===== config.mk =====
export PLATFORM = sky130hd
export DESIGN_NAME = sr_count_driver_flat
export DESIGN_NICKNAME = d
export VERILOG_FILES = /design/src/rtl/sr_count_driver_if.sv /design/src/rtl/sr_count_driver.sv /design/src/flat_wrapper.sv
export SDC_FILE = /design/constraint.sdc
export NUM_CORES = 1
export LEC_CHECK = 0
export BUFFER_PORTS_ARGS = -buffer_cell sky130_fd_sc_hd__buf_4
export CAP_MARGIN = 20
export CORE_MARGIN = 3
export CORE_UTILIZATION = 37
export CTS_BUF_LIST = sky130_fd_sc_hd__clkbuf_8
export CTS_CLUSTER_DIAMETER = 200
export CTS_CLUSTER_SIZE = 25
export DETAILED_ROUTE_END_ITERATION = 16
export GPL_TIMING_DRIVEN = 0
export PLACE_DENSITY = 0.54
export SYNTH_ARGS = -nofsm -noshare
export SYNTH_HDL_FRONTEND = slang
export SYNTH_SLANG_ARGS = --single-unit

===== constraint.sdc =====
create_clock -name i_clk -period 1.75 [get_ports i_clk]
set_input_delay 0.35 -clock i_clk [delete_from_list [all_inputs] [get_ports i_clk]]
set_output_delay 0.35 -clock i_clk [all_outputs]
set_load 0.05 [all_outputs]

===== src/rtl/sr_count_driver_if.sv =====
// Signal bundle between a step requester / SR flip-flop bank and the
// sr_count_driver. The driver sits on the slave modport: it takes step
// requests and flip-flop feedback, and produces the S/R excitation and
// status. The master modport is the requester plus flip-flop bank side.
interface sr_count_driver_if #(
    parameter int WIDTH = 4
);
    logic             en;
    logic             up;
    logic             load;
    logic [WIDTH-1:0] load_val;
    logic [WIDTH-1:0] q_fb;
    logic [WIDTH-1:0] s;
    logic [WIDTH-1:0] r;
    logic [WIDTH-1:0] count;
    logic             ready;
    logic             done;
    logic             wrap;
    logic             err;
    logic [WIDTH-1:0] fault_bits;

    modport master (
        output en, up, load, load_val, q_fb,
        input  s, r, count, ready, done, wrap, err, fault_bits
    );

    modport slave (
        input  en, up, load, load_val, q_fb,
        output s, r, count, ready, done, wrap, err, fault_bits
    );
endinterface


===== src/rtl/sr_count_driver.sv =====
// sr_count_driver: steps an external bank of SR flip-flops through a
// modulo-MODULO up/down count. Each step computes the S/R excitation,
// drives it for one cycle, then checks the flip-flop feedback against the
// target. A feedback mismatch latches a sticky fault until reset.
// s and r are never both high on the same bit.
module sr_count_driver #(
    parameter int WIDTH  = 4,
    parameter int MODULO = 10
) (
    input  logic                 i_clk,
    input  logic                 i_rst,
    sr_count_driver_if.slave     io_bus
);
    localparam logic [2:0] LP_CLEAR  = 3'd0;
    localparam logic [2:0] LP_IDLE   = 3'd1;
    localparam logic [2:0] LP_DRIVE  = 3'd2;
    localparam logic [2:0] LP_VERIFY = 3'd3;
    localparam logic [2:0] LP_FAULT  = 3'd4;

    localparam logic [WIDTH-1:0] LP_ZERO = {WIDTH{1'b0}};
    localparam logic [WIDTH-1:0] LP_ONES = {WIDTH{1'b1}};
    localparam logic [WIDTH-1:0] LP_ONE  = WIDTH'(1);
    localparam logic [WIDTH-1:0] LP_MAX  = WIDTH'(MODULO - 1);

    logic [2:0]       r_state;
    logic [WIDTH-1:0] r_target;
    logic [WIDTH-1:0] r_count;
    logic [WIDTH-1:0] r_s;
    logic [WIDTH-1:0] r_r;
    logic             r_ready;
    logic             r_done;
    logic             r_wrap;
    logic             r_err;
    logic [WIDTH-1:0] r_fault_bits;
    logic             r_step_wrap;
    // Set while verifying the post-reset clear, which is not a user step
    // and therefore reports no done/wrap.
    logic             r_from_clear;

    logic [WIDTH-1:0] w_clamp;
    logic [WIDTH-1:0] w_next;
    logic             w_next_wrap;
    logic [WIDTH-1:0] w_req_target;
    logic             w_req_wrap;

    // Request target: clamped load value has priority, otherwise the modulo neighbour of count.
    always_comb begin
        w_clamp      = io_bus.load_val;
        w_next       = r_count;
        w_next_wrap  = 1'b0;
        w_req_target = r_count;
        w_req_wrap   = 1'b0;

        if (io_bus.load_val > LP_MAX) begin
            w_clamp = LP_MAX;
        end else begin
            w_clamp = io_bus.load_val;
        end

        if (io_bus.up) begin
            if (r_count == LP_MAX) begin
                w_next      = LP_ZERO;
                w_next_wrap = 1'b1;
            end else begin
                w_next      = r_count + LP_ONE;
                w_next_wrap = 1'b0;
            end
        end else begin
            if (r_count == LP_ZERO) begin
                w_next      = LP_MAX;
                w_next_wrap = 1'b1;
            end else begin
                w_next      = r_count - LP_ONE;
                w_next_wrap = 1'b0;
            end
        end

        if (io_bus.load) begin
            w_req_target = w_clamp;
            w_req_wrap   = 1'b0;
        end else begin
            w_req_target = w_next;
            w_req_wrap   = w_next_wrap;
        end
    end

    // Sequencer: CLEAR -> VERIFY -> IDLE, then IDLE -> DRIVE -> VERIFY per step; FAULT is terminal.
    always_ff @(posedge i_clk) begin
        if (i_rst) begin
            r_state      <= LP_CLEAR;
            r_target     <= LP_ZERO;
            r_count      <= LP_ZERO;
            r_s          <= LP_ZERO;
            r_r          <= LP_ONES;
            r_ready      <= 1'b0;
            r_done       <= 1'b0;
            r_wrap       <= 1'b0;
            r_err        <= 1'b0;
            r_fault_bits <= LP_ZERO;
            r_step_wrap  <= 1'b0;
            r_from_clear <= 1'b1;
        end else begin
            r_done <= 1'b0;
            r_wrap <= 1'b0;
            case (r_state)
                LP_CLEAR: begin
                    r_s          <= LP_ZERO;
                    r_r          <= LP_ZERO;
                    r_target     <= LP_ZERO;
                    r_step_wrap  <= 1'b0;
                    r_from_clear <= 1'b1;
                    r_ready      <= 1'b0;
                    r_state      <= LP_VERIFY;
                end
                LP_IDLE: begin
                    if (io_bus.load || io_bus.en) begin
                        r_target     <= w_req_target;
                        r_step_wrap  <= w_req_wrap;
                        r_s          <= ~r_count & w_req_target;
                        r_r          <= r_count & ~w_req_target;
                        r_from_clear <= 1'b0;
                        r_ready      <= 1'b0;
                        r_state      <= LP_DRIVE;
                    end else begin
                        r_s     <= LP_ZERO;
                        r_r     <= LP_ZERO;
                        r_ready <= 1'b1;
                        r_state <= LP_IDLE;
                    end
                end
                LP_DRIVE: begin
                    r_s     <= LP_ZERO;
                    r_r     <= LP_ZERO;
                    r_ready <= 1'b0;
                    r_state <= LP_VERIFY;
                end
                LP_VERIFY: begin
                    r_s <= LP_ZERO;
                    r_r <= LP_ZERO;
                    if (io_bus.q_fb == r_target) begin
                        r_count <= r_target;
                        r_done  <= ~r_from_clear;
                        r_wrap  <= r_step_wrap & ~r_from_clear;
                        r_ready <= 1'b1;
                        r_state <= LP_IDLE;
                    end else begin
                        r_fault_bits <= io_bus.q_fb ^ r_target;
                        r_err        <= 1'b1;
                        r_ready      <= 1'b0;
                        r_state      <= LP_FAULT;
                    end
                end
                LP_FAULT: begin
                    r_s     <= LP_ZERO;
                    r_r     <= LP_ZERO;
                    r_ready <= 1'b0;
                    r_state <= LP_FAULT;
                end
                default: begin
                    // Corrupted state register: park safely with flip-flops untouched.
                    r_s     <= LP_ZERO;
                    r_r     <= LP_ZERO;
                    r_ready <= 1'b0;
                    r_err   <= 1'b1;
                    r_state <= LP_FAULT;
                end
            endcase
        end
    end

    assign io_bus.s          = r_s;
    assign io_bus.r          = r_r;
    assign io_bus.count      = r_count;
    assign io_bus.ready      = r_ready;
    assign io_bus.done       = r_done;
    assign io_bus.wrap       = r_wrap;
    assign io_bus.err        = r_err;
    assign io_bus.fault_bits = r_fault_bits;
endmodule


===== src/flat_wrapper.sv =====
// flat-port wrapper written by rule: the top's interface ports become plain ports
module sr_count_driver_flat 
#(
    parameter int WIDTH  = 4,
    parameter int MODULO = 10
)
  (i_clk, i_rst, io_bus_en, io_bus_up, io_bus_load, io_bus_load_val, io_bus_q_fb, io_bus_s, io_bus_r, io_bus_count, io_bus_ready, io_bus_done, io_bus_wrap, io_bus_err, io_bus_fault_bits);
  sr_count_driver_if #(.WIDTH(WIDTH)) io_bus_i ();
  input  logic i_clk;
  input  logic i_rst;
  input wire logic [$bits(io_bus_i.en)-1:0] io_bus_en;
  input wire logic [$bits(io_bus_i.up)-1:0] io_bus_up;
  input wire logic [$bits(io_bus_i.load)-1:0] io_bus_load;
  input wire logic [$bits(io_bus_i.load_val)-1:0] io_bus_load_val;
  input wire logic [$bits(io_bus_i.q_fb)-1:0] io_bus_q_fb;
  output wire logic [$bits(io_bus_i.s)-1:0] io_bus_s;
  output wire logic [$bits(io_bus_i.r)-1:0] io_bus_r;
  output wire logic [$bits(io_bus_i.count)-1:0] io_bus_count;
  output wire logic [$bits(io_bus_i.ready)-1:0] io_bus_ready;
  output wire logic [$bits(io_bus_i.done)-1:0] io_bus_done;
  output wire logic [$bits(io_bus_i.wrap)-1:0] io_bus_wrap;
  output wire logic [$bits(io_bus_i.err)-1:0] io_bus_err;
  output wire logic [$bits(io_bus_i.fault_bits)-1:0] io_bus_fault_bits;
  assign io_bus_i.en = io_bus_en;
  assign io_bus_i.up = io_bus_up;
  assign io_bus_i.load = io_bus_load;
  assign io_bus_i.load_val = io_bus_load_val;
  assign io_bus_i.q_fb = io_bus_q_fb;
  assign io_bus_s = io_bus_i.s;
  assign io_bus_r = io_bus_i.r;
  assign io_bus_count = io_bus_i.count;
  assign io_bus_ready = io_bus_i.ready;
  assign io_bus_done = io_bus_i.done;
  assign io_bus_wrap = io_bus_i.wrap;
  assign io_bus_err = io_bus_i.err;
  assign io_bus_fault_bits = io_bus_i.fault_bits;
  sr_count_driver #(.WIDTH(WIDTH), .MODULO(MODULO)) u_core (.i_clk(i_clk), .i_rst(i_rst), .io_bus(io_bus_i));
endmodule

==> out/results.tsv <==
stage	metric	value	unit
outcome	status	finished clean	
timing	fin_tns_setup	0	ns
cells_and_area	drive_gt1_frac	0.281	
power_and_ir_drop	pwr-share-clk	0.353	
floorplan	rows	21	
setup_path	critPathArrivalTime	1.77	ns
cells_and_area	nets	205	
place	gp_congestion	0.808	
detailed_routing	dr_total_vias	1272	
clocking	cts_max_path_buffers	2	
clocking	cts-buffers-inserted	5	
power_and_ir_drop	combinationalPowerShare	0.181	
setup_path	critical_path.endpoint_type	flip-flop	
timing	holdWs	0.370	ns
setup_path	r2r_end	u_core.io_bus.count[3]	
yosys	synth_area	1420	um^2
clocking	post-cts-setup-buffer-count	0	
yosys	syn-num-nets	166	
place	numPortBuffers	32	
yosys	synth.avg_cell_area	9.25	um^2
setup_path	slowest_delay	0.48	ns
timing	finalSetupViolations	0	
setup_path	path_class	flip-flop to flip-flop	
hold_path	hold_class	input pin to flip-flop	
detailed_routing	first_pass_iters	4	
yosys	synth_ff_type	dfxtp_1	
setup_path	crit_required	1.92	ns
setup_path	r2r_cells	5	
place	dp_hpwl	2.63	mm
floorplan	die_w	67.8	um
global_routing	grt_max_degree	11	
setup_path	cp-start-kind	flip-flop	
setup_path	crit_path_max_fanout	8	
cells_and_area	multi_input_area	777	um^2
setup_path	reg2reg_slack	0.15	ns
setup_path	cp_cell_sequence	and3b_2, nand4_4, or2_1, buf_6, a31o_1	
setup_path	critPathTopFamily	simple AND/OR/NAND/NOR gates	
setup_path	crit_buf_inv	1	
power_and_ir_drop	swShare	0.289	
yosys	netlist_instances	153	
yosys	yosys.area.top_type	dfxtp_1	
detailed_routing	drc	0	
power_and_ir_drop	p_leak	0.708	nW
floorplan	die_area	4600	um^2
yosys	synthArstFlopShare	0	
hold_path	hp-start	io_bus_en	
clocking	cts_htree_levels	2	
timing	finalHoldViolations	0	
power_and_ir_drop	p_sw	449	uW
cells_and_area	layout_common_cells	buf_4, dfxtp_1, nor2_1	
yosys	synth_edf_count	0	
clocking	cts_resized	0	
yosys	synth_seq_area_share	0.410	
hold_path	hold_path_depth	3	
timing	period_share	0.917	
power_and_ir_drop	intPower	1.10	mW
floorplan	core	3490	um^2
timing	max_slew_margin	0.635	
yosys	ys_warn_count	0	
yosys	synthTopCellsByArea	dfxtp_1, a21oi_1, nor2_1	
detailed_routing	drt_wl_total	3.54	mm
detailed_routing	drt-initial-drc-count	63	
setup_path	r2r_start	u_core.r_state[0]	
floorplan	initial_core_util	0.405	
power_and_ir_drop	seq_power_share	0.466	
cells_and_area	final_common_cell	buf_4	
global_routing	antenna_found_initial	0	
timing	max_freq	0.623	GHz
timing	report.final.slew_viol_count	0	
setup_path	crit_slowest_cell	dfxtp_1	
global_routing	grt_usage	0.169	
yosys	ys_ff_latch	29	
clocking	clockRootBuffer	clkbuf_8	
clocking	path_clk_slew	0.06	ns
cells_and_area	antenna_cells	0	
clocking	cts.sinks	29	
floorplan	die_h	67.8	um
clocking	hold_buffers	0	
power_and_ir_drop	vdd_drop_max	427	uV
power_and_ir_drop	powerDensity	863	nW/um^2
yosys	yosysUniqueCellTypes	50	
detailed_routing	ant_nets	0	
cells_and_area	syn_to_final_growth	27.1	%
global_routing	grt_pass1_wl	5.70	mm
job	drv_cap	0	
floorplan	pin_count	33	
timing	fin_crit	1.60	ns
detailed_routing	viasPerCell	5.34	
detailed_routing	wl_per_cell	14.9	um
timing	clock_skew	0.00283	ns
yosys	netlist.area_leader.share	0.410	
hold_path	holdPathEnd	u_core.r_step_wrap	
cells_and_area	seq_area	581	um^2
timing	worstMarginPinSlew	0.542	ns
clocking	clk_latency	0.28	ns
cells_and_area	fillCellCount	339	
global_routing	overflow	0	
global_routing	grt_pass1_vias	1216	
timing	rsz0062_at_grt	no	
clocking	cts_tree	yes	
## flip-flops by register name (all words and copies together) (netlist names)
signal and cells:
u_core.io_bus.wrap 1, u_core.io_bus.done 1, u_core.io_bus.err 1, u_core.io_bus.fault_bits 4, u_core.r_state 3, u_core.io_bus.count 4
u_core.r_from_clear 1, u_core.io_bus.r 4, u_core.r_step_wrap 1, u_core.r_target 4, u_core.io_bus.ready 1, u_core.io_bus.s 4
## cell families after synthesis
kind of cell / share of synthesized area
AND/OR/NAND/NOR: 0.269
XOR/XNOR: 0.0672
AO/OA/AOI/OAI: 0.213
buffers and inverters: 0.0407
flip-flops: 0.410
## cell usage after synthesis, types with 2 or more instances
library cell  number
nor4b_1            3
o211ai_1           2
nor2_1            13
xor2_1             2
dfxtp_1           29
xnor2_1            2
nor3_1             7
nand2b_1           3
a31o_1             3
buf_2              4
a22o_1             2
nor4_1             3
nor2b_1            4
nand4_1            2
nand3b_1           4
a21oi_1           12
o311ai_0           2
inv_1              2
nand2_1            8
xnor2_2            2
o31ai_1            2
clkbuf_1           3
a41o_1             2
o21ai_0            7
nand3_1            5
## power by group through the flow
stage / registers, mW / logic [mW] / clock network [mW]
2_1_floorplan: 0.792 / 0.132 / 0
3_3_place_gp: 0.738 / 0.280 / 0
3_5_place_dp: 0.738 / 0.281 / 0
4_1_cts: 0.724 / 0.282 / 0.565
5_1_grt: 0.730 / 0.305 / 0.586
6_report: 0.724 / 0.281 / 0.548
## worst register-to-register path: stages (launching register included)
cell     delay, ns
dfxtp_1       0.48
and3b_2       0.28
nand4_4       0.13
or2_1         0.25
buf_6         0.14
a31o_1        0.22
## metal layers
metal | share of wire | global-route usage | routed length [um] | up-vias
met5 | 0 | 0 | 0 | -
met4 | 0.014 | 0.0744 | 49 | 0
met3 | 0.041 | 0.0394 | 146 | 5
met2 | 0.44 | 0.252 | 1550 | 28
met1 | 0.51 | 0.232 | 1790 | 589
li1 | - | - | - | 650
## metrics by stage
stage | cell area (um^2) | utilization | power [mW] | cells | setup slack (ns)
after CTS | 1800 | 0.515 | 1.57 | 238 | 0.149
final | 1800 | 0.515 | 1.55 | 238 | 0.145
after global routing | 1800 | 0.515 | 1.62 | 238 | 0.0565
after floorplan | 1420 | - | 0.923 | 153 | 0.0371
after global placement | 1710 | 0.490 | 1.02 | 231 | 0.104
after detailed placement | 1710 | 0.490 | 1.02 | 231 | 0.103
## final cells by class
class | count | share of cell area
Multi-Input combinational cell | 112 | 0.432
Sequential cell | 29 | 0.323
Timing Repair Buffer | 32 | 0.134
Clock buffer | 6 | 0.0459
Tap cell | 46 | 0.0320
Buffer | 9 | 0.0257
Inverter | 3 | 0.00626
Clock inverter | 1 | 0.00209
## how the worst max path moves through the flow
stage | start | end | cells past startpoint
final | u_core.r_state[0] | u_core.io_bus.count[3] | 5
after global routing | u_core.r_state[0] | u_core.io_bus.count[3] | 5
after CTS | u_core.r_state[0] | u_core.io_bus.count[3] | 5
after detailed placement | io_bus_q_fb[1] | u_core.io_bus.count[3] | 6
after global placement | io_bus_q_fb[1] | u_core.io_bus.count[3] | 6
after floorplan | u_core.io_bus.count[2] | u_core.r_target[2] | 5
No activity file was read; power rests on OpenSTA's default activity.
